File: config.mk
export PLATFORM = sky130hd
export DESIGN_NAME = fifo_rd_arbiter_flat
export DESIGN_NICKNAME = d
export VERILOG_FILES = /design/src/rtl/fifo_rd_arbiter_pkg.sv /design/src/rtl/fifo_rd_arbiter_if.sv /design/src/rtl/fifo_rd_arbiter_rr_select.sv /design/src/rtl/fifo_rd_arbiter.sv /design/src/flat_wrapper.sv
export SDC_FILE = /design/constraint.sdc
export NUM_CORES = 1
export LEC_CHECK = 0
export CORE_ASPECT_RATIO = 1.25
export CORE_MARGIN = 4
export CORE_UTILIZATION = 44
export CTS_CLUSTER_SIZE = 12
export DETAILED_ROUTE_END_ITERATION = 10
export GPL_TIMING_DRIVEN = 1
export PLACE_DENSITY_LB_ADDON = 0.05
export SYNTH_ARGS = -nofsm -noshare
export SYNTH_HDL_FRONTEND = slang
export SYNTH_SLANG_ARGS = --single-unit
export TNS_END_PERCENT = 30
File: constraint.sdc
create_clock -name rclk -period 2.6 [get_ports rclk]
set_input_delay 0.52 -clock rclk [delete_from_list [all_inputs] [get_ports rclk]]
set_output_delay 0.52 -clock rclk [all_outputs]
set_load 0.01 [all_outputs]
File: src/rtl/fifo_rd_arbiter_pkg.sv
// Shared definitions for the FIFO read-port arbiter: parameter defaults,
// FSM state type and a reference round-robin pick helper.
package fifo_pkg;

    localparam int NREQ_DEF       = 4;
    localparam int MAX_BURST_DEF  = 4;
    localparam int DATA_WIDTH_DEF = 8;
    localparam int NREQ_MAX       = 8;

    typedef enum logic {
        IDLE  = 1'b0,
        BURST = 1'b1
    } arb_state_t;

    // First set request at or after rr_ptr, wrapping modulo nreq.
    // Returns rr_ptr when nothing is requested.
    function automatic int rr_pick(input logic [NREQ_MAX-1:0] req,
                                   input int rr_ptr,
                                   input int nreq);
        int pick;
        int idx;
        pick = rr_ptr;
        for (int i = nreq - 1; i >= 0; i--) begin
            idx = (rr_ptr + i) % nreq;
            if (req[idx]) begin
                pick = idx;
            end
        end
        return pick;
    endfunction

endpackage

File: src/rtl/fifo_rd_arbiter_if.sv
// Bundle of the arbiter's FIFO-side and consumer-side signals.
// slave: the arbiter itself; master: the surrounding FIFO/consumers.
interface fifo_rd_arbiter_if
    import fifo_pkg::*;
#(
    parameter int NREQ       = NREQ_DEF,
    parameter int DATA_WIDTH = DATA_WIDTH_DEF,
    parameter int IDW        = $clog2(NREQ)
) ();

    logic [NREQ-1:0]       req;
    logic                  empty;
    logic [DATA_WIDTH-1:0] r_data;
    logic                  r_en;
    logic [NREQ-1:0]       gnt;
    logic                  rd_valid;
    logic [IDW-1:0]        rd_id;
    logic [DATA_WIDTH-1:0] rd_data;
    logic                  busy;

    modport master (
        output req, empty, r_data,
        input  r_en, gnt, rd_valid, rd_id, rd_data, busy
    );

    modport slave (
        input  req, empty, r_data,
        output r_en, gnt, rd_valid, rd_id, rd_data, busy
    );

endinterface

File: src/rtl/fifo_rd_arbiter_rr_select.sv
// Combinational round-robin selector: rotate the request vector so that
// ptr lands at bit 0, priority-encode the lowest set bit, rotate back.
module fifo_rd_arbiter_rr_select #(
    parameter int NREQ = 4,
    parameter int IDW  = $clog2(NREQ)
) (
    input  logic [NREQ-1:0] req,
    input  logic [IDW-1:0]  ptr,
    output logic            any,
    output logic [IDW-1:0]  idx
);

    logic [2*NREQ-1:0] dbl;
    logic [NREQ-1:0]   rot;
    logic [IDW-1:0]    k;
    logic [IDW:0]      sum;

    assign dbl = {req, req};
    assign any = |req;

    // Doubled vector makes the wrap-around rotation a plain index offset.
    for (genvar gi = 0; gi < NREQ; gi++) begin : g_rot
        logic [IDW:0] pos;
        assign pos     = {1'b0, ptr} + (IDW+1)'(gi);
        assign rot[gi] = dbl[pos];
    end

    // Lowest set bit of the rotated vector is the winner's distance from ptr.
    always_comb begin
        k = '0;
        for (int i = NREQ - 1; i >= 0; i--) begin
            if (rot[i]) begin
                k = IDW'(i);
            end
        end
    end

    // Rotate back: (ptr + k) modulo NREQ, works for non-power-of-two NREQ.
    always_comb begin
        sum = {1'b0, ptr} + {1'b0, k};
        if (sum >= (IDW+1)'(NREQ)) begin
            idx = IDW'(sum - (IDW+1)'(NREQ));
        end else begin
            idx = sum[IDW-1:0];
        end
    end

endmodule

File: src/rtl/fifo_rd_arbiter.sv
// Round-robin arbiter for the read port of the asynchronous FIFO.
// Grants bursts of up to MAX_BURST accepted reads, qualifies reads with the
// registered empty flag and tags each returned word with its owner.
module fifo_rd_arbiter
    import fifo_pkg::*;
#(
    parameter int NREQ       = NREQ_DEF,
    parameter int MAX_BURST  = MAX_BURST_DEF,
    parameter int DATA_WIDTH = DATA_WIDTH_DEF,
    parameter int IDW        = $clog2(NREQ)
) (
    input  logic            rclk,
    input  logic            rrst_n,
    fifo_rd_arbiter_if.slave bus
);

    localparam int BW = $clog2(MAX_BURST + 1);

    arb_state_t     state_reg, state_next;
    logic [IDW-1:0] owner_reg, owner_next;
    logic [BW-1:0]  beat_cnt_reg, beat_cnt_next;
    logic [IDW-1:0] rr_ptr_reg, rr_ptr_next;
    logic           rd_valid_reg;
    logic [IDW-1:0] rd_id_reg;

    logic           sel_any;
    logic [IDW-1:0] sel_idx;
    logic           req_owner;
    logic           r_en_c;
    logic           accept;
    logic           in_burst;

    fifo_rd_arbiter_rr_select #(
        .NREQ (NREQ),
        .IDW  (IDW)
    ) u_rr_select (
        .req (bus.req),
        .ptr (rr_ptr_reg),
        .any (sel_any),
        .idx (sel_idx)
    );

    assign in_burst  = (state_reg == BURST);
    assign req_owner = bus.req[owner_reg];
    // Read enable follows the owner's request; acceptance matches the
    // pointer handler's advance condition.
    assign r_en_c    = in_burst & req_owner;
    assign accept    = r_en_c & ~bus.empty;

    // Next-state logic: arbitration in IDLE, beat counting and exit in BURST.
    always_comb begin
        state_next    = state_reg;
        owner_next    = owner_reg;
        beat_cnt_next = beat_cnt_reg;
        rr_ptr_next   = rr_ptr_reg;
        case (state_reg)
            IDLE: begin
                if (sel_any && !bus.empty) begin
                    owner_next    = sel_idx;
                    beat_cnt_next = '0;
                    state_next    = BURST;
                end
            end
            BURST: begin
                if (accept) begin
                    beat_cnt_next = beat_cnt_reg + 1'b1;
                end
                // Any exit condition, even several at once, advances rr_ptr once.
                if ((accept && (beat_cnt_reg == BW'(MAX_BURST - 1))) ||
                    !req_owner ||
                    (bus.empty && !accept)) begin
                    state_next  = IDLE;
                    rr_ptr_next = (owner_reg == IDW'(NREQ - 1)) ? '0
                                                                : owner_reg + 1'b1;
                end
            end
            default: begin
                state_next = IDLE;
            end
        endcase
    end

    // State, owner, burst counter and round-robin pointer registers.
    always_ff @(posedge rclk or negedge rrst_n) begin
        if (!rrst_n) begin
            state_reg    <= IDLE;
            owner_reg    <= '0;
            beat_cnt_reg <= '0;
            rr_ptr_reg   <= '0;
        end else begin
            state_reg    <= state_next;
            owner_reg    <= owner_next;
            beat_cnt_reg <= beat_cnt_next;
            rr_ptr_reg   <= rr_ptr_next;
        end
    end

    // Return tag: the FIFO word appears one cycle after its accepted read.
    always_ff @(posedge rclk or negedge rrst_n) begin
        if (!rrst_n) begin
            rd_valid_reg <= 1'b0;
            rd_id_reg    <= '0;
        end else begin
            rd_valid_reg <= accept;
            if (accept) begin
                rd_id_reg <= owner_reg;
            end
        end
    end

    for (genvar gi = 0; gi < NREQ; gi++) begin : g_gnt
        assign bus.gnt[gi] = in_burst && (owner_reg == IDW'(gi));
    end

    assign bus.r_en     = r_en_c;
    assign bus.busy     = in_burst;
    assign bus.rd_valid = rd_valid_reg;
    assign bus.rd_id    = rd_id_reg;
    assign bus.rd_data  = bus.r_data;

endmodule

File: src/flat_wrapper.sv
// flat-port wrapper written by rule: the top's interface ports become plain ports
module fifo_rd_arbiter_flat import fifo_pkg::*;
#(
    parameter int NREQ       = NREQ_DEF,
    parameter int MAX_BURST  = MAX_BURST_DEF,
    parameter int DATA_WIDTH = DATA_WIDTH_DEF,
    parameter int IDW        = $clog2(NREQ)
)
  (rclk, rrst_n, bus_req, bus_empty, bus_r_data, bus_r_en, bus_gnt, bus_rd_valid, bus_rd_id, bus_rd_data, bus_busy);
  fifo_rd_arbiter_if #(.NREQ(NREQ), .DATA_WIDTH(DATA_WIDTH), .IDW(IDW)) bus_i ();
  input  logic rclk;
  input  logic rrst_n;
  input wire logic [$bits(bus_i.req)-1:0] bus_req;
  input wire logic [$bits(bus_i.empty)-1:0] bus_empty;
  input wire logic [$bits(bus_i.r_data)-1:0] bus_r_data;
  output wire logic [$bits(bus_i.r_en)-1:0] bus_r_en;
  output wire logic [$bits(bus_i.gnt)-1:0] bus_gnt;
  output wire logic [$bits(bus_i.rd_valid)-1:0] bus_rd_valid;
  output wire logic [$bits(bus_i.rd_id)-1:0] bus_rd_id;
  output wire logic [$bits(bus_i.rd_data)-1:0] bus_rd_data;
  output wire logic [$bits(bus_i.busy)-1:0] bus_busy;
  assign bus_i.req = bus_req;
  assign bus_i.empty = bus_empty;
  assign bus_i.r_data = bus_r_data;
  assign bus_r_en = bus_i.r_en;
  assign bus_gnt = bus_i.gnt;
  assign bus_rd_valid = bus_i.rd_valid;
  assign bus_rd_id = bus_i.rd_id;
  assign bus_rd_data = bus_i.rd_data;
  assign bus_busy = bus_i.busy;
  fifo_rd_arbiter #(.NREQ(NREQ), .MAX_BURST(MAX_BURST), .DATA_WIDTH(DATA_WIDTH), .IDW(IDW)) u_core (.rclk(rclk), .rrst_n(rrst_n), .bus(bus_i));
endmodule
==> reports/results.tsv <==
metric	value	unit
max-cap violations	0	
worst-case reg-to-reg path depth	10	
VDD IR max	508.4	uV
WL met2	972	um
RSZ-0062 raised after global routing	no	
Post-Syn Nets	126	
Starting Density	46.53	%
Final Power	1.062	mW
largest net degree at the start of global routing	15	
Ant. Diodes	0	
max reg flops	3	
Cells after Synth	103	
Total Routing Usage GR	13.35	%
1st-iter DRT viols	15	
cell area after synthesis	922.1	um^2
Final ANT Viol Nets	0	
core area	1982	um^2
sw frac	41.10	%
vias per inst	5.422	
Hold Crit Class	reg2reg	
Slew Limit Fails	0	
CTS Hold Bufs	0	
# fillers	195	
crit end category	flop	
skew final	7.789	ps
DRC	0	
power per cell area	981.0	nW/um^2
first-pass GRT wire length	3063	um
synth warn	0	
worst r2r src	u_core.rr_ptr_reg[1]$_DFFE_PN0P_	
Top Metal Used	met4	
drt total wl	1841	um
post-layout util	54.61	%
layout cells sized above 1	15.65	%
placed cell count	131	
Root Driver	clkbuf_4	
Metal-1 WL	741	um
#FFs+latches synth	11	
Die Y	59.19	um
hpwl dp	1517	um
TNS Setup	0	ps
CTS sink cnt	11	
initial antenna violation count	0	
critical path launch point type	flop	
final setup violation count	0	
1st-pass router iterations	4	
worst skew pair latency	270	ps
routed vias	732	
sequential power share	28.9	%
Rel. slew slack	67.60	%
Placed Area	1051	um^2
# rows	18	
CTS Buffer Depth	2	
wire per inst	13.64	um
hold endpoint	u_core.bus.rd_id[1]$_DFFE_PN0P_	
CTS Buf Count	3	
Switch Pwr	436.3	uW
crit path kind	reg2reg	
Worst Path Required	2750	ps
CP Max Fanout	14	
io pins	32	
Final Non-Filler Cells	135	
Congestion Overflow GR	0	
Worst Hold Depth	2	
area added between synthesis and finish	17.37	%
vias in the first global route	702	
setup slack, reg-to-reg	250	ps
met3 WL	102	um
sequential share of the synthesized area	29.85	%
Nets	139	
P_int	625.4	uW
CTS tree	yes	
Final Hold Fails	0	
Distinct cells, synth	36	
Logic pwr share	60.3	%
Clk pwr share	10.8	%
worst-margin pin slew	484.4	ps
die area	2897	um^2
Final period util	90.34	%
outcome	finished clean	
post-layout min period	2349	ps
Worst Hold Launch	u_core.bus.rd_id[1]$_DFFE_PN0P_	
FF-to-FF End	u_core.owner_reg[1]$_DFFE_PN0P_	
Pleak	0.5132	nW
Die W	48.95	um
post-layout instance area	1082	um^2
critical path startpoint	u_core.rr_ptr_reg[1]$_DFFE_PN0P_	
htree depth	1	
Placer Congestion	0.7626	
number of I/O port buffers	15	
syn_area_per_cell	8.953	um^2
WP data arrival	2500	ps
Clock Pin Slew Worst Setup and Hold Paths	70	ps
fmax	425.7	MHz
-- per-stage QoR --
step | hold WS (ps) | worst slack (ps)
6_report | 482.7 | 251.2
4_1_cts | 488.2 | 43.23
3_5_place_dp | 471.8 | 20.48
2_1_floorplan | 224.4 | 376.9
3_3_place_gp | 462.1 | 44.00
5_1_grt | 518.2 | 66.75
-- timing repair --
action	4_1_cts	5_1_grt
endpoints found under the setup margin	0	2
buffers inserted	0	0
resized for setup	0	2
hold endpoints to repair	0	0
-- final cells by class --
type	instances	area [um^2]	area share (%)
Clock buffer	4	26.28	2.428
Inverter	9	33.78	3.121
Timing Repair Buffer	22	205.2	18.96
Multi-Input combinational cell	69	516.7	47.75
Tap cell	20	25.02	2.312
Sequential cell	11	275.3	25.43
-- critical path, stage by stage (launching register included) --
cell and delay, ps:
dfrtp_1 490, ha_2 410, nand2_1 130, o21ai_0 100
a221oi_1 250, a21oi_1 70, a41o_1 220, ha_1 180
inv_1 60, a21oi_1 40, o31a_1 280
-- synth_stat cells --
library cell   n  area, um^2
a211oi_1       1       7.510
a21boi_2       1       11.26
a21oi_1        3       15.01
a221oi_1       1       8.760
a22oi_1        1       7.510
a311oi_1       1       8.760
a32oi_1        1       8.760
a41o_1         1       10.01
and2_1         4       25.02
and3_1         1       6.260
buf_2          2       10.01
buf_4          9       67.56
buf_6          1       11.26
clkbuf_2       2       10.01
dfrtp_1       11       275.3
ha_1           8       100.1
inv_1          9       33.78
mux2_2         3       33.78
mux2i_1        3       30.03
mux4_2         1       22.52
nand2_1       10       37.54
nand2b_1       1       6.260
nand3_1        3       15.01
nor2_1         5       18.77
nor3_1         1       5.000
nor4_1         1       6.260
nor4bb_1       1       10.01
o211ai_1       1       7.510
o21ai_0        8       40.04
o22ai_1        1       6.260
o311ai_1       1       8.760
o31a_1         1       8.760
o31ai_4        1       21.27
or2_1          2       12.51
or2_2          1       6.260
or3b_1         1       8.760
-- cell families (layout without fill, tap and decap cells) --
logic type	Yosys count	in the layout	share of synthesized area [%]
buf+inv	23	35	14.38
fa+ha+maj	8	8	10.86
mux	7	7	9.362
compound gates	23	23	18.46
simple gates	31	31	17.10
flops	11	11	29.85
-- per-layer routing --
| metal | vias to the layer above | GRT usage, % |
|---|---|---|
| li1 | 376 | - |
| met1 | 330 | 13.75 |
| met2 | 22 | 24.63 |
| met3 | 4 | 5.038 |
| met4 | 0 | 4.615 |
| met5 | - | 0 |
-- layout by cell type (no fill, tap or decap), types with 2 or more instances in the layout --
master and n:
a21oi_1 3, and2_1 4, buf_4 7, clkbuf_4 3
clkdlybuf4s50_1 14, dfrtp_1 11, ha_1 7, inv_1 9
mux2_2 3, mux2i_1 3, nand2_1 10, nand3_1 3
nor2_1 5, o21ai_0 8, or2_1 2
-- power by group through the flow --
stage / registers [mW] / clock network [mW] / logic, mW
2_1_floorplan: 0.307 / 0 / 0.448
3_3_place_gp: 0.310 / 0 / 0.627
3_5_place_dp: 0.312 / 0 / 0.640
4_1_cts: 0.309 / 0.119 / 0.640
5_1_grt: 0.321 / 0.133 / 0.715
6_report: 0.307 / 0.114 / 0.640
-- worst max-delay path by stage --
stage,end,cells past startpoint
detailed placement,u_core.owner_reg[1]$_DFFE_PN0P_,11
finish,u_core.owner_reg[1]$_DFFE_PN0P_,10
global route,u_core.owner_reg[1]$_DFFE_PN0P_,10
floorplan,u_core.owner_reg[1]$_DFFE_PN0P_,11
global placement,bus_r_en,5
CTS,bus_r_en,5
Power figures use the tool's default switching activity.
